[src/rtl/tiny_fpga_cfg_loader.sv]
// Bitstream loader: packs an AXI-stream bitstream into per-tile config frames and commits them.
// Optional trailing CRC-8 check is enabled by defining TINY_FPGA_CFG_CRC_EN.
module tiny_fpga_cfg_loader #(
  parameter int unsigned DATA_WIDTH    = 1,
  parameter int unsigned NUM_TILES     = 4,
  parameter int unsigned TILE_CFG_BITS = 24
) (
  input  logic                     clk,
  input  logic                     rst,
  input  logic                     cfg,
  input  logic                     s_tvalid,
  output logic                     s_tready,
  input  logic [DATA_WIDTH-1:0]    s_tdata,
  input  logic                     s_tlast,
  output logic [NUM_TILES-1:0]     tile_cfg_we,
  output logic [TILE_CFG_BITS-1:0] tile_cfg_data,
  output logic                     cfg_commit,
  output logic                     cfg_ready,
  output logic                     cfg_busy,
  output logic                     cfg_error
);

  localparam int unsigned BEATS_PER_TILE = TILE_CFG_BITS / DATA_WIDTH;
  localparam int unsigned PAYLOAD_BEATS  = NUM_TILES * BEATS_PER_TILE;
`ifdef TINY_FPGA_CFG_CRC_EN
  localparam int unsigned CRC_BEATS      = 8 / DATA_WIDTH;
`else
  localparam int unsigned CRC_BEATS      = 0;
`endif
  localparam int unsigned TOTAL_BEATS    = PAYLOAD_BEATS + CRC_BEATS;
  localparam int unsigned BEAT_W         = $clog2(TOTAL_BEATS + 1);
  localparam int unsigned TILE_W         = (NUM_TILES > 1) ? $clog2(NUM_TILES) : 1;
  localparam int unsigned BIT_W          = (BEATS_PER_TILE > 1) ? $clog2(BEATS_PER_TILE) : 1;

  typedef enum logic [2:0] {
    S_IDLE,
    S_LOAD,
    S_DRAIN,
    S_DONE,
    S_ERROR
  } state_t;

  state_t                   state;
  logic [BEAT_W-1:0]        beat_cnt;
  logic [BIT_W-1:0]         bit_cnt;
  logic [TILE_W-1:0]        tile_idx;
  logic [TILE_CFG_BITS-1:0] frame;

  logic                     accept_c;
  logic                     payload_beat_c;
  logic                     last_beat_c;
  logic                     frame_done_c;
  logic                     crc_ok_c;
  logic [TILE_CFG_BITS-1:0] frame_nxt_c;

`ifdef TINY_FPGA_CFG_CRC_EN
  logic [7:0] crc_calc;
  logic [7:0] crc_rx;
  logic [7:0] crc_calc_nxt_c;
  logic [7:0] crc_rx_nxt_c;

  // Serial CRC-8 (poly 0x07) advanced over one beat, earliest bit first.
  function automatic logic [7:0] crc8_step(input logic [7:0] c, input logic [DATA_WIDTH-1:0] d);
    logic [7:0] r;
    r = c;
    for (int i = 0; i < DATA_WIDTH; i++) begin
      if (r[7] ^ d[i]) r = {r[6:0], 1'b0} ^ 8'h07;
      else             r = {r[6:0], 1'b0};
    end
    return r;
  endfunction
`endif

  always_comb begin
    accept_c     = s_tvalid && s_tready;
    last_beat_c  = (beat_cnt == BEAT_W'(TOTAL_BEATS - 1));
    frame_nxt_c  = (frame >> DATA_WIDTH) |
                   (TILE_CFG_BITS'(s_tdata) << (TILE_CFG_BITS - DATA_WIDTH));
`ifdef TINY_FPGA_CFG_CRC_EN
    payload_beat_c = (beat_cnt < BEAT_W'(PAYLOAD_BEATS));
    crc_calc_nxt_c = crc8_step(crc_calc, s_tdata);
    crc_rx_nxt_c   = (crc_rx >> DATA_WIDTH) | (8'(s_tdata) << (8 - DATA_WIDTH));
    crc_ok_c       = (crc_rx_nxt_c == crc_calc);
`else
    payload_beat_c = 1'b1;
    crc_ok_c       = 1'b1;
`endif
    frame_done_c = payload_beat_c && (bit_cnt == BIT_W'(BEATS_PER_TILE - 1));
  end

  // Control FSM; every output is registered and follows the next state.
  always_ff @(posedge clk) begin
    if (rst) begin
      state         <= S_IDLE;
      beat_cnt      <= '0;
      bit_cnt       <= '0;
      tile_idx      <= '0;
      frame         <= '0;
      s_tready      <= 1'b0;
      tile_cfg_we   <= '0;
      tile_cfg_data <= '0;
      cfg_commit    <= 1'b0;
      cfg_ready     <= 1'b0;
      cfg_busy      <= 1'b0;
      cfg_error     <= 1'b0;
`ifdef TINY_FPGA_CFG_CRC_EN
      crc_calc      <= '0;
      crc_rx        <= '0;
`endif
    end else begin
      tile_cfg_we <= '0;
      cfg_commit  <= 1'b0;
      if (cfg) begin
        // Start or restart wins over any beat in the same cycle.
        state     <= S_LOAD;
        beat_cnt  <= '0;
        bit_cnt   <= '0;
        tile_idx  <= '0;
        frame     <= '0;
        s_tready  <= 1'b1;
        cfg_busy  <= 1'b1;
        cfg_ready <= 1'b0;
        cfg_error <= 1'b0;
`ifdef TINY_FPGA_CFG_CRC_EN
        crc_calc  <= '0;
        crc_rx    <= '0;
`endif
      end else begin
        case (state)
          S_LOAD: begin
            if (accept_c) begin
              beat_cnt <= beat_cnt + BEAT_W'(1);
              if (payload_beat_c) begin
                frame <= frame_nxt_c;
`ifdef TINY_FPGA_CFG_CRC_EN
                crc_calc <= crc_calc_nxt_c;
`endif
                if (frame_done_c) begin
                  bit_cnt       <= '0;
                  tile_cfg_data <= frame_nxt_c;
                  tile_cfg_we   <= NUM_TILES'(1) << tile_idx;
                  if (tile_idx != TILE_W'(NUM_TILES - 1)) tile_idx <= tile_idx + TILE_W'(1);
                end else begin
                  bit_cnt <= bit_cnt + BIT_W'(1);
                end
              end
`ifdef TINY_FPGA_CFG_CRC_EN
              else begin
                crc_rx <= crc_rx_nxt_c;
              end
`endif
              if (s_tlast) begin
                s_tready <= 1'b0;
                cfg_busy <= 1'b0;
                if (last_beat_c && crc_ok_c) begin
                  state      <= S_DONE;
                  cfg_commit <= 1'b1;
                  cfg_ready  <= 1'b1;
                end else begin
                  state     <= S_ERROR;
                  cfg_error <= 1'b1;
                end
              end else if (last_beat_c) begin
                state     <= S_DRAIN;
                cfg_error <= 1'b1;
              end
            end
          end
          S_DRAIN: begin
            if (accept_c && s_tlast) begin
              state    <= S_ERROR;
              s_tready <= 1'b0;
              cfg_busy <= 1'b0;
            end
          end
          default: ;
        endcase
      end
    end
  end

endmodule

[config.mk]
export PLATFORM = sky130hd
export DESIGN_NAME = tiny_fpga_cfg_loader
export DESIGN_NICKNAME = d
export VERILOG_FILES = /design/src/rtl/tiny_fpga_cfg_loader.sv
export SDC_FILE = /design/constraint.sdc
export NUM_CORES = 1
export LEC_CHECK = 0
export CAP_MARGIN = 20
export CORE_ASPECT_RATIO = 1.25
export CORE_UTILIZATION = 55
export CTS_BUF_LIST = sky130_fd_sc_hd__clkbuf_16
export DETAILED_ROUTE_END_ITERATION = 7
export GPL_ROUTABILITY_DRIVEN = 0
export MAX_ROUTING_LAYER = met4
export PLACE_DENSITY = 0.83
export RECOVER_POWER = 25
export SYNTH_ARGS = -nofsm -noshare
export SYNTH_HDL_FRONTEND = slang
export SYNTH_SLANG_ARGS = --single-unit
[constraint.sdc]
create_clock -name clk -period 3.9 [get_ports clk]
set_input_delay 0.585 -clock clk [delete_from_list [all_inputs] [get_ports clk]]
set_output_delay 0.585 -clock clk [all_outputs]
set_load 0.1 [all_outputs]
==> results by group <==
Outcome
  • Status: finished, final reports clean

Power
  • Peak VDD IR: 0.296 mV
  • Leak pwr: 0.00118 uW
  • PD cells: 429 mW/mm^2

Layout
  • Antenna Cells: 0
  • Reg area: 0.00144 sq mm
  • Share of cells above drive strength 1: 5.90%
  • Area of the multi-input gates: 0.00153 sq mm
  • Fillers: 418
  • Layout area overhead: 21.2%
  • Nets: 381

Routing
  • Via Count: 2528
  • Drt pass-1 iters: 5
  • Post-route ant nets: 0
  • DR vias/cell: 5.78
  • 1st-iter DRT viols: 153
  • Wire per inst: 14.7 um
  • Total length of routed wires: 6400 um
  • DRC Markers: 0

STA
  • Max Freq: 384 MHz
  • Slew Limit Fails: 0
  • Tightest Pin Transition: 1.12 ns
  • Crit path time final: 2.60 ns
  • Skew final: 0.00580 ns
  • Final Hold Fails: 0
  • Total Neg Setup Slack: 0 ns
  • Final hold slack: 0.471 ns
  • Slew headroom: 25.6%
  • Final setup viols: 0
  • RSZ-0062 raised after global routing: no
  • Final period utilization: 66.8%

Clocking
  • Worst-Skew Late Latency: 0.34 ns
  • Post-CTS Setup Bufs: 0
  • CTS buffer count: 9
  • TritonCTS clock tree: yes
  • H-tree levels: 3
  • PostCTS Resize Cnt: 0
  • Root Buffer: clkbuf_16
  • CTS Hold Buffers Added: 0
  • Clock sinks: 72
  • CTS clk-pin slew, worst paths: 0.06 ns
  • CTS max path bufs: 2

Logic synthesis
  • Cells after Synth: 341
  • Synth Register Bits: 72
  • Mean Syn Cell Area: 9.16 sq um
  • Netlist Area Pre-Place: 0.00312 sq mm
  • Register area share after synthesis: 46.1%
  • Warnings from Yosys: 0
  • Library cells used by synthesis: 35
  • Syn_nets: 354

Worst setup path
  • CP arrival: 2.87 ns
  • CP Max Fanout: 21
  • RR Startpoint: cfg_busy
  • Reg2reg end: beat_cnt[6]
  • Cell depth of the worst flop-to-flop path: 4
  • Endpoint type of the worst setup path: flip-flop
  • Register-to-register path setup slack: 1.73 ns
  • WP data required: 4.17 ns
  • Worst setup SP type: input port
  • Crit Path Category: input port to flip-flop

Hold path
  • Hold worst-path end: tile_cfg_data[6]
  • Worst hold stages: 2
  • Worst hold path type: flip-flop to flip-flop
  • Hold_sp: tile_cfg_data[6]

Placement
  • Post-DP HPWL: 3810 um
  • Port Buf Inserts: 38

Floorplanning
  • Die X: 69.4 um
  • Die Area: 0.00599 sq mm
  • Area of the core: 0.00544 sq mm
  • Die H: 86.3 um
  • Rows: 30
  • I/O pin total: 39
  • Initial Util: 57.4%

Global routing
  • First-pass GRT wire length: 10700 um
  • Total grt overflow: 0
  • Initial antenna violation count: 0
  • Largest net degree at the start of global routing: 39
  • Tot GR Track Use: 23.4%
  • Vias in the first global route: 2415

Job
  • Max cap viols: 0
[layout by cell type (no fill, tap or decap), types with 2 or more instances in the layout]
cell type,instances
nor3_1,5
inv_1,6
o21ai_0,31
clkdlybuf4s50_1,36
clkinv_2,2
nand2b_1,48
a21oi_1,36
dlygate4sd3_1,2
ha_1,7
nor4_1,2
o31ai_1,5
mux2i_1,28
clkinv_1,2
clkbuf_16,9
nand4_1,3
buf_4,5
dfxtp_1,72
or3_1,5
clkinvlp_4,2
or4_1,5
nand2_1,12
nand4b_1,4
nand3b_1,2
nand3_1,27
nor2_1,2
[area by class of cell]
type / count / area share, %
tap: 64 / 2.12
timing repair buffer: 44 / 11.1
inverter: 7 / 0.694
clock inverter: 7 / 1.65
sequential: 72 / 38.1
multi-input combinational: 234 / 40.4
clock buffer: 9 / 5.95
[metrics by stage]
step           worst slack, ns  std cells  utilization, %  cell area [sq um]  total power [uW]
2_1_floorplan             1.67        341               -               3120               818
3_3_place_gp              1.18        421            64.3               3500               838
3_5_place_dp              1.16        421            64.3               3500               840
4_1_cts                   1.39        437            69.6               3790              1630
5_1_grt                   1.12        437            69.6               3790              1670
6_report                  1.30        437            69.6               3790              1620
[Yosys cell counts]
| cell | instances | area share (%) |
|---|---|---|
| dfxtp_1 | 72 | 46 |
| nand2b_1 | 48 | 9.6 |
| a21oi_1 | 36 | 5.8 |
| o21ai_0 | 31 | 5.0 |
| mux2i_1 | 28 | 9.0 |
| nand3_1 | 27 | 4.3 |
| clkbuf_1 | 22 | 2.6 |
| nand2_1 | 12 | 1.4 |
| ha_1 | 7 | 2.8 |
| inv_1 | 6 | 0.72 |
| nor3_1 | 5 | 0.80 |
| o31ai_1 | 5 | 1.2 |
| or3_1 | 5 | 1.0 |
| or4_1 | 5 | 1.2 |
| nand4b_1 | 4 | 1.1 |
| buf_2 | 3 | 0.48 |
| nand4_1 | 3 | 0.60 |
| buf_6 | 2 | 0.72 |
| nand3b_1 | 2 | 0.48 |
| nor2_1 | 2 | 0.24 |
| nor4_1 | 2 | 0.40 |
| a221oi_1 | 1 | 0.28 |
| a311o_1 | 1 | 0.32 |
| a31oi_1 | 1 | 0.20 |
| and4b_1 | 1 | 0.32 |
| and4bb_2 | 1 | 0.40 |
| buf_4 | 1 | 0.24 |
| inv_2 | 1 | 0.12 |
| nand4bb_1 | 1 | 0.36 |
| nor4_2 | 1 | 0.40 |
| nor4_4 | 1 | 0.68 |
| o311ai_0 | 1 | 0.28 |
| o41ai_1 | 1 | 0.28 |
| or2_1 | 1 | 0.20 |
| xnor2_1 | 1 | 0.28 |
[critical path, cell delays in order]
cell	delay, ns
dlygate4sd3_1	0.61
nand4bb_1	0.50
clkbuf_1	0.46
or4_1	0.58
a21oi_1	0.14
[power by group]
part / switching, uW / internal [uW]
clock: 312 / 488
sequential: 2.15 / 738
combinational: 60.2 / 22.9
[worst max path at each step]
stage                     slack [ns]               end      from
final                           1.30       beat_cnt[6]  s_tvalid
after global routing            1.12       beat_cnt[6]  s_tvalid
after CTS                       1.39          s_tready  cfg_busy
after detailed placement        1.16  tile_cfg_data[1]  s_tvalid
after global placement          1.18       beat_cnt[6]  s_tvalid
after floorplan                 1.67  tile_cfg_data[0]  cfg_busy
[flip-flops by register name (all words and copies together), names as in the netlist]
signal         flops
tile_cfg_we        4
frame             23
state              3
tile_idx           2
tile_cfg_data     24
cfg_commit         1
cfg_busy           1
cfg_ready          1
beat_cnt           7
cfg_error          1
bit_cnt            5
[kinds of logic after synthesis]
logic type                 Yosys count  share of synthesized area, %
xor gates and xnor gates             1                         0.280
DFF                                 72                          46.1
muxes                               28                          8.97
AOI/OAI and AO/OA                   77                          13.3
buffers and inverters               35                          4.93
and+or+nand+nor                    121                          23.6
adders and majority gates            7                          2.80
[layer usage]
layer / track usage (%) / vias to the layer above / routed length (um)
met5: - / - / 0
met4: 13.9 / 0 / 152
met3: 5.93 / 13 / 292
met2: 39.1 / 69 / 3120
met1: 25.0 / 1194 / 2840
li1: - / 1252 / -
No activity file was read; power rests on OpenSTA's default activity.
==> RTL edit, RTL diff (same flow settings) <==
Set the parameter `TILE_CFG_BITS` to 20 (it was 24).
--- a/src/rtl/tiny_fpga_cfg_loader.sv
+++ b/src/rtl/tiny_fpga_cfg_loader.sv
@@ -5,3 +5,3 @@
   parameter int unsigned NUM_TILES     = 4,
-  parameter int unsigned TILE_CFG_BITS = 24
+  parameter int unsigned TILE_CFG_BITS = 20
 ) (
Interface: changed (resized tile_cfg_data); port bits go from 39 to 35. The function was not compared with the original's and may differ.
==> RTL edit against the original RTL <==
The flow now finishes with violations (capacitance limit, slew limit). Clock power shrank 2%. Die area shrank 19%. Final area shrank 16%. Sequential share of layout area grew 2.5 points. Worst setup slack lost 0.33 ns. Non-clock buffer count shrank 8. Wire length shrank 19%. Hold slack lost 0.026 ns. Area after synthesis shrank 19%. Synthesized cell count shrank 10%. Sequential cell count shrank 8. Power shrank 7.8%. Register-to-register slack gained 0.14 ns. Critical endpoint is now beat_cnt[0]$_SDFFE_PP0P_.
==> RTL edit: results (changes against the original RTL) <==
- Status: complete, but fails checks (was complete, no violations)
- Post-synthesis mux area share: 0% (was 8.971%)
- Synth top area cells: dfxtp_1, nand2_1, a21oi_1, ha_1, xnor2_1 (was dfxtp_1, nand2b_1, mux2i_1, a21oi_1, o21ai_0)
- Placed insts: 381 (was 421)
- Violated checks: capacitance limit, slew limit
- Max Clock Skew: 0.004972 ns (was 0.005797 ns)
- Crit path DAT: 3.05 ns (was 2.87 ns)
- Buffers excl. clock: 36 (was 44)
- Hold_sp: tile_cfg_data[3]$_SDFFE_PP0P_ (was tile_cfg_data[6]$_SDFFE_PP0P_)
- Post-synthesis area per instance: 8.272 um2 (was 9.162 um2)
- Vias in the first global route: 2,030 (was 2,415)
- Via count: 2,143 (was 2,528)
- Metal2 WL: 2.612 mm (was 3.117 mm)
- CP startpoint: rst (was s_tvalid)
- Hpwl dp: 3.082 mm (was 3.808 mm)
- Pins Over Slew Limit: 37 (was 0)
- Filler cell count: 356 (was 418)
- GR Layer Usage met3: 5.735% (was 5.930%)
- Max-cap violations: 1 (was 0)
- Synth Net Count: 319 (was 354)
- Static Leak: 1.043 nW (was 1.178 nW)
- Non-clk invs: 5 (was 7)
- Port bufs: 34 (was 38)
- Sequential cell count: 64 (was 72)
- Met1 Usage GRT: 25.35% (was 25.04%)
- First-pass GRT wire length: 8.818 mm (was 10.72 mm)
- Multi-Input Combinational: 218 (was 234)
- Pin count of the biggest net entering global routing: 37 (was 39)
- Initial DRC count: 132 (was 153)
==> RTL edit: cell count changes after synthesis, moves of 8 or more <==
cell / before / now
nand3_1: 27 / 6
nand2b_1: 48 / 2
a21oi_1: 36 / 47
o21ai_0: 31 / 4
mux2i_1: 28 / 0
dfxtp_1: 72 / 64
nand2_1: 12 / 89
nor2_1: 2 / 12
clkbuf_1: 22 / 11
==> RTL edit: metrics by stage <==
| step | area (um2) | worst slack, ns | total power, W | hold slack (ns) |
|---|---|---|---|---|
| floorplan | 2531 | 1.759 | 0.0007105 | 0.4366 |
| global placement | 2870 | 1.255 | 0.0007245 | 0.4370 |
| detailed placement | 2870 | 1.195 | 0.0007250 | 0.4435 |
| CTS | 3164 | 1.445 | 0.001505 | 0.4490 |
| global route | 3162 | 0.7772 | 0.001540 | 0.4711 |
| finish | 3162 | 0.9663 | 0.001496 | 0.4451 |
==> RTL edit: worst max-delay path: stages <==
cell and delay, ns:
dlygate4sd3_1 0.52, buf_4 0.27, or2_0 1.48, nor2_1 0.20
